==> src/rtl/ysyx_23060236_icache_refill_if.sv <==
// ---------------------------------------------------------------------------
// ysyx_23060236_icache_refill_if
// Bundles every handshake/bus signal of the I-cache refill front end:
//   - IFU fetch request  : in_valid/in_ready/in_pc
//   - IFU response       : out_valid/out_ready/out_inst/out_pc/out_fault
//   - pipeline fence.i   : fence_i
//   - I-cache array port : icache_araddr/rdata/hit, awaddr/wdata/wvalid, fencei
//   - AXI4 read channel  : ar* / r*
// Modport master is the refill block's view, slave is the environment's view
// (IFU, array and AXI memory together).
// ---------------------------------------------------------------------------
interface ysyx_23060236_icache_refill_if #(
    parameter int ADDR_LEN = 32,
    parameter int DATA_LEN = 32
);
    logic                in_valid;
    logic                in_ready;
    logic [ADDR_LEN-1:0] in_pc;

    logic                out_valid;
    logic                out_ready;
    logic [DATA_LEN-1:0] out_inst;
    logic [ADDR_LEN-1:0] out_pc;
    logic                out_fault;

    logic                fence_i;

    logic [ADDR_LEN-1:0] icache_araddr;
    logic [DATA_LEN-1:0] icache_rdata;
    logic                icache_hit;
    logic [ADDR_LEN-1:0] icache_awaddr;
    logic [DATA_LEN-1:0] icache_wdata;
    logic                icache_wvalid;
    logic                icache_fencei;

    logic                arvalid;
    logic                arready;
    logic [ADDR_LEN-1:0] araddr;
    logic [7:0]          arlen;
    logic [2:0]          arsize;
    logic [1:0]          arburst;

    logic                rvalid;
    logic                rready;
    logic [DATA_LEN-1:0] rdata;
    logic [1:0]          rresp;
    logic                rlast;

    modport master (
        input  in_valid, in_pc, out_ready, fence_i,
        input  icache_rdata, icache_hit,
        input  arready, rvalid, rdata, rresp, rlast,
        output in_ready, out_valid, out_inst, out_pc, out_fault,
        output icache_araddr, icache_awaddr, icache_wdata, icache_wvalid, icache_fencei,
        output arvalid, araddr, arlen, arsize, arburst, rready
    );

    modport slave (
        output in_valid, in_pc, out_ready, fence_i,
        output icache_rdata, icache_hit,
        output arready, rvalid, rdata, rresp, rlast,
        input  in_ready, out_valid, out_inst, out_pc, out_fault,
        input  icache_araddr, icache_awaddr, icache_wdata, icache_wvalid, icache_fencei,
        input  arvalid, araddr, arlen, arsize, arburst, rready
    );
endinterface

==> src/rtl/ysyx_23060236_icache_refill.sv <==
// ---------------------------------------------------------------------------
// ysyx_23060236_icache_refill
// Instruction-fetch front end for the I-cache. A fetch PC is looked up in the
// external array; a hit is returned directly, a miss triggers one AXI4 INCR
// burst for the whole line, each beat is written into the array, and the PC
// is looked up again. A refill that ends badly (error response on any beat,
// or rlast on the wrong beat) clears the whole array on the last beat so a
// half-written line can never hit, and returns an access fault instead.
//
// Ports:
//   clock  : single clock, all state on posedge
//   reset  : synchronous, active-low
//   bus    : ysyx_23060236_icache_refill_if.master (IFU, array, AXI signals)
// ---------------------------------------------------------------------------
module ysyx_23060236_icache_refill #(
    parameter int ADDR_LEN   = 32,
    parameter int DATA_LEN   = 32,
    parameter int OFFSET_LEN = 5
) (
    input  logic clock,
    input  logic reset,
    ysyx_23060236_icache_refill_if.master bus
);

    localparam int CNT_W = OFFSET_LEN - 2;              // word index within a line
    localparam int WORDS = 1 << CNT_W;
    localparam logic [CNT_W-1:0] LAST_CNT  = CNT_W'(WORDS - 1);
    localparam logic [7:0]       BURST_LEN = 8'(WORDS - 1);
    localparam logic [2:0]       BEAT_SIZE = 3'($clog2(DATA_LEN / 8));

    typedef enum logic [2:0] {
        S_IDLE,
        S_LOOKUP,
        S_AR,
        S_R,
        S_RESP
    } state_e;

    state_e              state_q;
    logic [ADDR_LEN-1:0] pc_q;
    logic [DATA_LEN-1:0] inst_q;
    logic                fault_q;
    logic                err_q;
    logic [CNT_W-1:0]    cnt_q;

    logic                run;
    logic                beat_fire;
    logic                beat_err;
    logic                last_bad;
    logic [ADDR_LEN-1:0] line_base;

    // Handshake outputs are forced low while reset is held, so the block is
    // silent on the bus even before the first reset edge has been seen.
    assign run       = reset;
    assign line_base = {pc_q[ADDR_LEN-1:OFFSET_LEN], {OFFSET_LEN{1'b0}}};
    assign beat_fire = (state_q == S_R) && bus.rvalid;
    assign beat_err  = (bus.rresp != 2'b00);
    // The burst is bad if any beat errored (including this one) or if rlast
    // did not land on the final word of the line.
    assign last_bad  = beat_fire && bus.rlast && (err_q || beat_err || (cnt_q != LAST_CNT));

    always_ff @(posedge clock) begin
        if (!reset) begin
            state_q <= S_IDLE;
            pc_q    <= '0;
            inst_q  <= '0;
            fault_q <= 1'b0;
            err_q   <= 1'b0;
            cnt_q   <= '0;
        end else begin
            case (state_q)
                S_IDLE: begin
                    if (bus.in_valid) begin
                        pc_q    <= bus.in_pc;
                        state_q <= S_LOOKUP;
                    end
                end
                S_LOOKUP: begin
                    // After a good refill this lookup hits on the new line.
                    if (bus.icache_hit) begin
                        inst_q  <= bus.icache_rdata;
                        fault_q <= 1'b0;
                        state_q <= S_RESP;
                    end else begin
                        state_q <= S_AR;
                    end
                end
                S_AR: begin
                    if (bus.arready) begin
                        cnt_q   <= '0;
                        err_q   <= 1'b0;
                        state_q <= S_R;
                    end
                end
                S_R: begin
                    if (beat_fire) begin
                        cnt_q <= cnt_q + CNT_W'(1);
                        err_q <= err_q | beat_err;
                        if (bus.rlast) begin
                            if (last_bad) begin
                                fault_q <= 1'b1;
                                inst_q  <= '0;
                                state_q <= S_RESP;
                            end else begin
                                state_q <= S_LOOKUP;
                            end
                        end
                    end
                end
                S_RESP: begin
                    if (bus.out_ready) begin
                        state_q <= S_IDLE;
                    end
                end
                default: state_q <= S_IDLE;
            endcase
        end
    end

    // IFU side
    assign bus.in_ready  = run && (state_q == S_IDLE);
    assign bus.out_valid = run && (state_q == S_RESP);
    assign bus.out_inst  = (state_q == S_RESP) ? inst_q : '0;
    assign bus.out_pc    = (state_q == S_RESP) ? pc_q : '0;
    assign bus.out_fault = (state_q == S_RESP) && fault_q;

    // Array side: lookup address always tracks the latched PC.
    assign bus.icache_araddr = pc_q;
    assign bus.icache_wvalid = run && beat_fire;
    assign bus.icache_awaddr = beat_fire ? {pc_q[ADDR_LEN-1:OFFSET_LEN], cnt_q, 2'b00} : '0;
    assign bus.icache_wdata  = beat_fire ? bus.rdata : '0;
    // The array gives invalidate-all priority over a same-cycle write, so a
    // bad last beat leaves nothing of the line valid.
    assign bus.icache_fencei = bus.fence_i || (run && last_bad);

    // AXI read channel: fields are constant for the whole AR state.
    assign bus.arvalid = run && (state_q == S_AR);
    assign bus.araddr  = (state_q == S_AR) ? line_base : '0;
    assign bus.arlen   = (state_q == S_AR) ? BURST_LEN : '0;
    assign bus.arsize  = (state_q == S_AR) ? BEAT_SIZE : '0;
    assign bus.arburst = (state_q == S_AR) ? 2'b01 : 2'b00;
    assign bus.rready  = run && (state_q == S_R);

endmodule

==> src/flat_wrapper.sv <==
// flat-port wrapper written by rule: the top's interface ports become plain ports
module ysyx_23060236_icache_refill_flat 
#(
    parameter int ADDR_LEN   = 32,
    parameter int DATA_LEN   = 32,
    parameter int OFFSET_LEN = 5
)
  (clock, reset, bus_in_valid, bus_in_pc, bus_out_ready, bus_fence_i, bus_icache_rdata, bus_icache_hit, bus_arready, bus_rvalid, bus_rdata, bus_rresp, bus_rlast, bus_in_ready, bus_out_valid, bus_out_inst, bus_out_pc, bus_out_fault, bus_icache_araddr, bus_icache_awaddr, bus_icache_wdata, bus_icache_wvalid, bus_icache_fencei, bus_arvalid, bus_araddr, bus_arlen, bus_arsize, bus_arburst, bus_rready);
  ysyx_23060236_icache_refill_if #(.ADDR_LEN(ADDR_LEN), .DATA_LEN(DATA_LEN)) bus_i ();
  input  logic clock;
  input  logic reset;
  input wire logic [$bits(bus_i.in_valid)-1:0] bus_in_valid;
  input wire logic [$bits(bus_i.in_pc)-1:0] bus_in_pc;
  input wire logic [$bits(bus_i.out_ready)-1:0] bus_out_ready;
  input wire logic [$bits(bus_i.fence_i)-1:0] bus_fence_i;
  input wire logic [$bits(bus_i.icache_rdata)-1:0] bus_icache_rdata;
  input wire logic [$bits(bus_i.icache_hit)-1:0] bus_icache_hit;
  input wire logic [$bits(bus_i.arready)-1:0] bus_arready;
  input wire logic [$bits(bus_i.rvalid)-1:0] bus_rvalid;
  input wire logic [$bits(bus_i.rdata)-1:0] bus_rdata;
  input wire logic [$bits(bus_i.rresp)-1:0] bus_rresp;
  input wire logic [$bits(bus_i.rlast)-1:0] bus_rlast;
  output wire logic [$bits(bus_i.in_ready)-1:0] bus_in_ready;
  output wire logic [$bits(bus_i.out_valid)-1:0] bus_out_valid;
  output wire logic [$bits(bus_i.out_inst)-1:0] bus_out_inst;
  output wire logic [$bits(bus_i.out_pc)-1:0] bus_out_pc;
  output wire logic [$bits(bus_i.out_fault)-1:0] bus_out_fault;
  output wire logic [$bits(bus_i.icache_araddr)-1:0] bus_icache_araddr;
  output wire logic [$bits(bus_i.icache_awaddr)-1:0] bus_icache_awaddr;
  output wire logic [$bits(bus_i.icache_wdata)-1:0] bus_icache_wdata;
  output wire logic [$bits(bus_i.icache_wvalid)-1:0] bus_icache_wvalid;
  output wire logic [$bits(bus_i.icache_fencei)-1:0] bus_icache_fencei;
  output wire logic [$bits(bus_i.arvalid)-1:0] bus_arvalid;
  output wire logic [$bits(bus_i.araddr)-1:0] bus_araddr;
  output wire logic [$bits(bus_i.arlen)-1:0] bus_arlen;
  output wire logic [$bits(bus_i.arsize)-1:0] bus_arsize;
  output wire logic [$bits(bus_i.arburst)-1:0] bus_arburst;
  output wire logic [$bits(bus_i.rready)-1:0] bus_rready;
  assign bus_i.in_valid = bus_in_valid;
  assign bus_i.in_pc = bus_in_pc;
  assign bus_i.out_ready = bus_out_ready;
  assign bus_i.fence_i = bus_fence_i;
  assign bus_i.icache_rdata = bus_icache_rdata;
  assign bus_i.icache_hit = bus_icache_hit;
  assign bus_i.arready = bus_arready;
  assign bus_i.rvalid = bus_rvalid;
  assign bus_i.rdata = bus_rdata;
  assign bus_i.rresp = bus_rresp;
  assign bus_i.rlast = bus_rlast;
  assign bus_in_ready = bus_i.in_ready;
  assign bus_out_valid = bus_i.out_valid;
  assign bus_out_inst = bus_i.out_inst;
  assign bus_out_pc = bus_i.out_pc;
  assign bus_out_fault = bus_i.out_fault;
  assign bus_icache_araddr = bus_i.icache_araddr;
  assign bus_icache_awaddr = bus_i.icache_awaddr;
  assign bus_icache_wdata = bus_i.icache_wdata;
  assign bus_icache_wvalid = bus_i.icache_wvalid;
  assign bus_icache_fencei = bus_i.icache_fencei;
  assign bus_arvalid = bus_i.arvalid;
  assign bus_araddr = bus_i.araddr;
  assign bus_arlen = bus_i.arlen;
  assign bus_arsize = bus_i.arsize;
  assign bus_arburst = bus_i.arburst;
  assign bus_rready = bus_i.rready;
  ysyx_23060236_icache_refill #(.ADDR_LEN(ADDR_LEN), .DATA_LEN(DATA_LEN), .OFFSET_LEN(OFFSET_LEN)) u_core (.clock(clock), .reset(reset), .bus(bus_i));
endmodule
==> config.mk <==
export PLATFORM = sky130hd
export DESIGN_NAME = ysyx_23060236_icache_refill_flat
export DESIGN_NICKNAME = d
export VERILOG_FILES = /design/src/rtl/ysyx_23060236_icache_refill_if.sv /design/src/rtl/ysyx_23060236_icache_refill.sv /design/src/flat_wrapper.sv
export SDC_FILE = /design/constraint.sdc
export NUM_CORES = 1
export LEC_CHECK = 0
export CAP_MARGIN = 20
export CORE_AREA = 8 8 118 120
export DETAILED_ROUTE_END_ITERATION = 10
export DIE_AREA = 0 0 126 128
export PLACE_DENSITY = 0.78
export SLEW_MARGIN = 30
export SYNTH_ARGS = -nofsm -noshare
export SYNTH_HDL_FRONTEND = slang
export SYNTH_SLANG_ARGS = --single-unit
==> constraint.sdc <==
create_clock -name clock -period 2.83 [get_ports clock]
set_input_delay 0.566 -clock clock [delete_from_list [all_inputs] [get_ports clock]]
set_output_delay 0.566 -clock clock [all_outputs]
set_load 0.05 [all_outputs]
==> run metrics, run 1 <==
post-detailed-route count of antenna-violating nets=0; Post-synth ARST share=0%; PortBufs=303; Die H=approximately 130 um; clock network fraction of total power=a little under 40%; post-layout min period=2.610 ns; CTS tree=built; Clk Latency, worst-skew pair=around 0.32 ns; Sw Ratio=29.79%; power consumption=3.114 mW; Yosys warning count=0; WHS=about 0.47 ns; Setup crit end kind=output pin; fmax=roughly 0.38 GHz; Hold Vio Cnt, Final=0; initial DRC count=295; sequential share of power=36.2%; Logic pwr share=25.1%; die width=~130 um; Synth cell types=36; grt total ovfl=0; IO Count=319; Maximum Capacitance Violations=0; DRC errors left=0; Setup violations, final=0; Setup TNS=0 ns; GR peak layer=met2; Synth Cell Area=about 0.004 mm2; CTS Hold Bufs=0; Vias=about 4600; Crit Path Max Fanout=between 60 and 70; drt first pass iters=5; Sw Pwr=0.9277 mW; CP arrival=2.04 ns; Initial Util=32.65%; initial antenna violation count=0; Worst-Margin Slew=approximately 0.6 ns; Final nets=921; root buffer cell=clkbuf_16; clock sinks=72; EDFF count, synth=0; M3 GR Usage=6.489%; core region area=0.01221 mm2; Final Cycle Share=92.22%; Startpoint Class=input pin; Util after Layout=between 70% and 80%; Total Wirelength=18310 um; Post-CTS Setup Inserts=0; CTS resizes=0; pre-CTS setup slack=0.2208 ns; Post-Place Cells=951; post-synthesis sequential area ratio=36.16%; HP Class=reg -> reg; fin cells=966; Power Internal=2.187 mW; row count=41; flops & latches, synth=72; maximum VDD drop=0.3951 mV; largest net degree at the start of global routing=68; H-tree level count=3; CTS buffer count=9; Syn Inst Count=539; RSZ-0062 raised after global routing=no; Routed WL per cell=18.95 um; WP data required=approximately 2.3 ns; Pwr Density=347.8 mW/mm2; syn_area_per_cell=7.396 um2; Ant. Diodes=0; global-route wire length before repair=27960 um; met2 Usage GRT=42.65%; Total GRT Usage=21.96%; vias in the first global route=4695; Layout area overhead=124.6%; post-route worst setup slack=about 0.22 ns; final setup skew=0.009408 ns; Crit Path Class=in -> out; Finished Cell Area=0.008954 mm2; slew margin rel.=59.44%; hpwl dp=15010 um; status=finished, final reports clean; GPL Wtd Cong=just over 0.8; dpl cell area=0.008633 mm2; Via density=4.805; prevailing post-synth register cell=dfxtp_1; clk slew on worst S/H paths=0.05 ns; DIE AREA=~0.016 mm2; Leak=approximately 3.6 nW; met1 Use GR=22.44%; Slew Viols, Final=0; share of cells above drive strength 1=25.12%; CTS max path bufs=2
-- layout make-up --
class                   instances  area, um2
repair buffers                319       4737
fillers                       893       3256
multi-input cells             406       2252
flip-flops and latches         72       1441
clock buffers                  10      239.0
well taps                     150      187.7
clock inverters                 5      81.33
inverters                       4      15.01
-- state kept, by name (all words and copies together) (netlist names) --
signal,count
u_core.bus.icache_araddr,32
u_core.cnt_q,3
u_core.err_q,1
u_core.fault_q,1
u_core.inst_q,32
u_core.state_q,3
-- placed cells by master, fill, tap and decap left out, types with 2 or more instances in the layout --
master / n
nor2b_1: 2
o22ai_1: 33
ha_1: 2
nand2_1: 101
clkbuf_16: 9
and2_1: 129
conb_1: 15
clkdlybuf4s50_1: 137
inv_1: 2
o21a_1: 2
nor2_1: 5
nor3_1: 2
o21ai_0: 4
buf_12: 160
a21oi_1: 35
nand3_1: 32
bufinv_16: 2
nor3_2: 2
dfxtp_1: 72
and3_1: 27
inv_2: 2
buf_4: 21
-- Yosys cell counts, types with 2 or more instances --
| master | number | area, um2 |
|---|---|---|
| and2_1 | 129 | 807.0 |
| nand2_1 | 101 | 379.1 |
| dfxtp_1 | 72 | 1441 |
| clkbuf_1 | 40 | 150.1 |
| a21oi_1 | 35 | 175.2 |
| o22ai_1 | 33 | 206.5 |
| nand3_1 | 32 | 160.2 |
| and3_1 | 27 | 168.9 |
| buf_4 | 19 | 142.6 |
| buf_2 | 8 | 40.04 |
| nor2_1 | 5 | 18.77 |
| nor3_1 | 4 | 20.02 |
| o21ai_0 | 4 | 20.02 |
| buf_6 | 3 | 33.78 |
| ha_1 | 2 | 25.02 |
| inv_1 | 2 | 7.510 |
| inv_2 | 2 | 7.510 |
| nor2b_1 | 2 | 12.51 |
| o21a_1 | 2 | 15.01 |
-- cells by family (layout without fill, tap and decap cells) --
family | after synthesis | in the layout | share of synthesized area (%)
AOI/OAI and AO/OA | 79 | 79 | 11.49
adders and majority gates | 2 | 2 | 0.6276
buffers and inverters | 75 | 338 | 9.699
DFF | 72 | 72 | 36.16
muxes | 1 | 1 | 0.2511
other | 1 | 15 | 0.09407
and+or+nand+nor | 309 | 309 | 41.68
-- worst paths after layout --
path	startpoint	to	slack (ns)	depth (start not counted)
worst min-delay path	u_core.inst_q[2]	u_core.inst_q[2]	0.47	2
worst max register to register	u_core.state_q[0]	u_core.inst_q[27]	0.79	6
worst max-delay path	bus_rvalid	bus_icache_wdata[5]	0.22	5
worst min register to register	u_core.inst_q[2]	u_core.inst_q[2]	0.47	2
-- critical path, cell delays in order --
cell and delay, ns:
clkdlybuf4s50_1 0.54, and4b_1 0.27, buf_12 0.23, and2_1 0.24
buf_12 0.16
-- power by group through the flow --
stage,clock network [mW],logic (mW),registers [mW]
5_1_grt,1.28,0.825,1.14
4_1_cts,1.24,0.785,1.13
3_5_place_dp,0,0.783,1.15
6_report,1.21,0.780,1.13
2_1_floorplan,0,0.329,1.25
3_3_place_gp,0,0.769,1.15
-- routing by layer --
| layer | up-vias | share of wire (%) |
|---|---|---|
| met5 | - | 0 |
| met4 | 0 | 1.0 |
| met3 | 12 | 6.9 |
| met2 | 183 | 55 |
| met1 | 2162 | 37 |
| li1 | 2285 | - |
(Power assumes the default switching activity.)
==> inputs of run 2 (changes only) <==
Settings changed: GPL_TIMING_DRIVEN set to 1.
==> results of run 2 <==
Final layout, timing and power as in run 1 (identical DEF).
==> inputs of run 3 (changes only) <==
Settings changed: TNS_END_PERCENT set to 1.
==> run metrics, run 3 (synthesis gave the netlist of run 1 again) <==
pre-CTS setup slack=0.2608 ns (+0.04004 ns); Vias=4734 (+2.0%); Clk Latency, worst-skew pair=0.33 ns (about the same); Worst Setup SP=u_core.state_q[0]; CTS resizes=0 (unchanged); WHS=0.4730 ns (+0.0003880 ns); FF-to-FF path depth=5 (-1); r2r setup slk=0.63 ns (-0.16 ns); status=finished, final reports clean; dpl cell area=0.008568 mm2 (-0.75%); reg2reg end=u_core.inst_q[19]; Final nets=918 (-0.33%); Routed WL per cell=19.28 um (+1.7%); Setup crit end kind=output pin; Initial Util=32.65% (unchanged); slew margin rel.=56.88% (-2.6 points); Maximum Capacitance Violations=0 (unchanged); most common cell after layout, fill and taps aside=buf_12; worst r2r src=u_core.state_q[0]; Die H=128 um (unchanged); Hold Vio Cnt, Final=0 (unchanged); Post-CTS Setup Inserts=0 (unchanged); Total GRT Usage=22.02% (+0.057 points); crit path to=bus_icache_awaddr[30]; Post-Place Cells=948 (-0.32%); Crit Path Class=reg -> out; fin cells=965 (-0.10%); RSZ-0062 raised after global routing=no; CTS max path bufs=2 (unchanged); Total Wirelength=18600 um (+1.6%); maximum VDD drop=0.3247 mV (-18%); initial DRC count=257 (-13%); share of cells above drive strength 1=24.69% (-0.43 points); Top Layer Used=met4; clock sinks=72 (unchanged); hpwl dp=15110 um (+0.66%); grt total ovfl=0 (unchanged); initial antenna violation count=1 (+1); Worst-Margin Slew=0.6459 ns (+0.03741 ns); most frequent cells in the layout=buf_12, clkdlybuf4s50_1, and2_1; met3 routed WL=1798 um (+42%); CP arrival=2.08 ns (+0.04 ns); DRC errors left=0 (unchanged); hold_sp=u_core.inst_q[5]; Setup violations, final=0 (unchanged); CTS Hold Bufs=0 (unchanged); Startpoint Class=register; DIE AREA=0.01613 mm2 (unchanged); PortBufs=303 (unchanged); global-route wire length before repair=28010 um (+0.20%); Finished Cell Area=0.008890 mm2 (-0.71%); Leak=3.618 nW (-0.50%); metal1 wirelength=6510 um (-2.9%); Crit Path Max Fanout=66 (unchanged); WP data required=2.26 ns (about the same); fmax=0.3780 GHz (-1.3%); post-detailed-route count of antenna-violating nets=0 (unchanged); row count=41 (unchanged); vias in the first global route=4784 (+1.9%); Via density=4.906 (+2.1%); HP Class=reg -> reg; GPL Wtd Cong=0.8821 (+9.1%); Layout area overhead=123.0%; Final Cycle Share=93.47% (+1.3 points); die width=126 um (unchanged); post-route worst setup slack=0.1848 ns (-0.03545 ns); wire length on met2=9690 um (-4.5%); drt first pass iters=5 (unchanged); clk slew on worst S/H paths=0.06 ns (about the same); largest net degree at the start of global routing=67 (-1.5%); H-tree level count=3 (unchanged); CTS buffer count=9 (unchanged); Util after Layout=72.81% (-0.52 points); Slew Viols, Final=0 (unchanged); CTS tree=built; IO Count=319 (unchanged); core region area=0.01221 mm2 (unchanged); post-layout min period=2.645 ns (+0.03545 ns); final setup skew=0.006537 ns (-0.002871 ns); Pwr Density=348.9 mW/mm2 (+0.31%); root buffer cell=clkbuf_16
==> run 3: changes by cell type in the layout (fill, tap and decap cells not counted), sizes merged <==
cell      before  now
bufinv         2    1
clkinvlp       1    0
clkbuf        10   14
diode          0    1
clkinv         2    1
buf          182  179
==> run 3: worst min path at each step <==
| stage | slack, ns | cells after the start | end |
|---|---|---|---|
| after global placement | 0.46 | 2 | u_core.err_q |
| after floorplan | 0.45 | 2 | u_core.err_q |
| after global routing | 0.50 | 2 | u_core.inst_q[1] |
| final | 0.47 | 2 | u_core.inst_q[5] |
| after detailed placement | 0.47 | 2 | u_core.inst_q[26] |
| after CTS | 0.47 | 2 | u_core.inst_q[3] |
==> run 3: final cells by class <==
class / instances / area, um2
inverter: 4 / 15.01
clock inverter: 2 / 35.03
multi-input combinational: 406 / 2235
fill: 822 / 3319
antenna: 1 / 2.502
tap: 150 / 187.7
clock buffer: 14 / 284.0
sequential: 72 / 1441
timing repair buffer: 316 / 4690
==> run 3: worst max-delay path, stage by stage, from the launching register on <==
cell and delay [ns]:
dfxtp_1 0.73, and4b_1 0.35, buf_12 0.24, and2_1 0.24
buf_12 0.15
==> run 3: power breakdown <==
part	internal, mW	switching [mW]	leakage [nW]
Combinational	0.321	0.451	2.87
Clock	0.778	0.420	0.159
Sequential	1.07	0.0620	0.587
Total	2.17	0.932	3.62
==> run 3: metal layers <==
layer	global-route usage [%]	vias up
met3	9.484	37
met5	0	-
li1	-	2284
met2	40.03	205
met4	9.554	0
met1	21.41	2208
==> run 3: per-stage QoR <==
step | total power [mW] | TNS [ns]
6_report | 3.102 | 0
4_1_cts | 3.125 | 0
3_3_place_gp | 1.906 | 0
2_1_floorplan | 1.574 | -0.2021
3_5_place_dp | 1.925 | 0
5_1_grt | 3.215 | 0
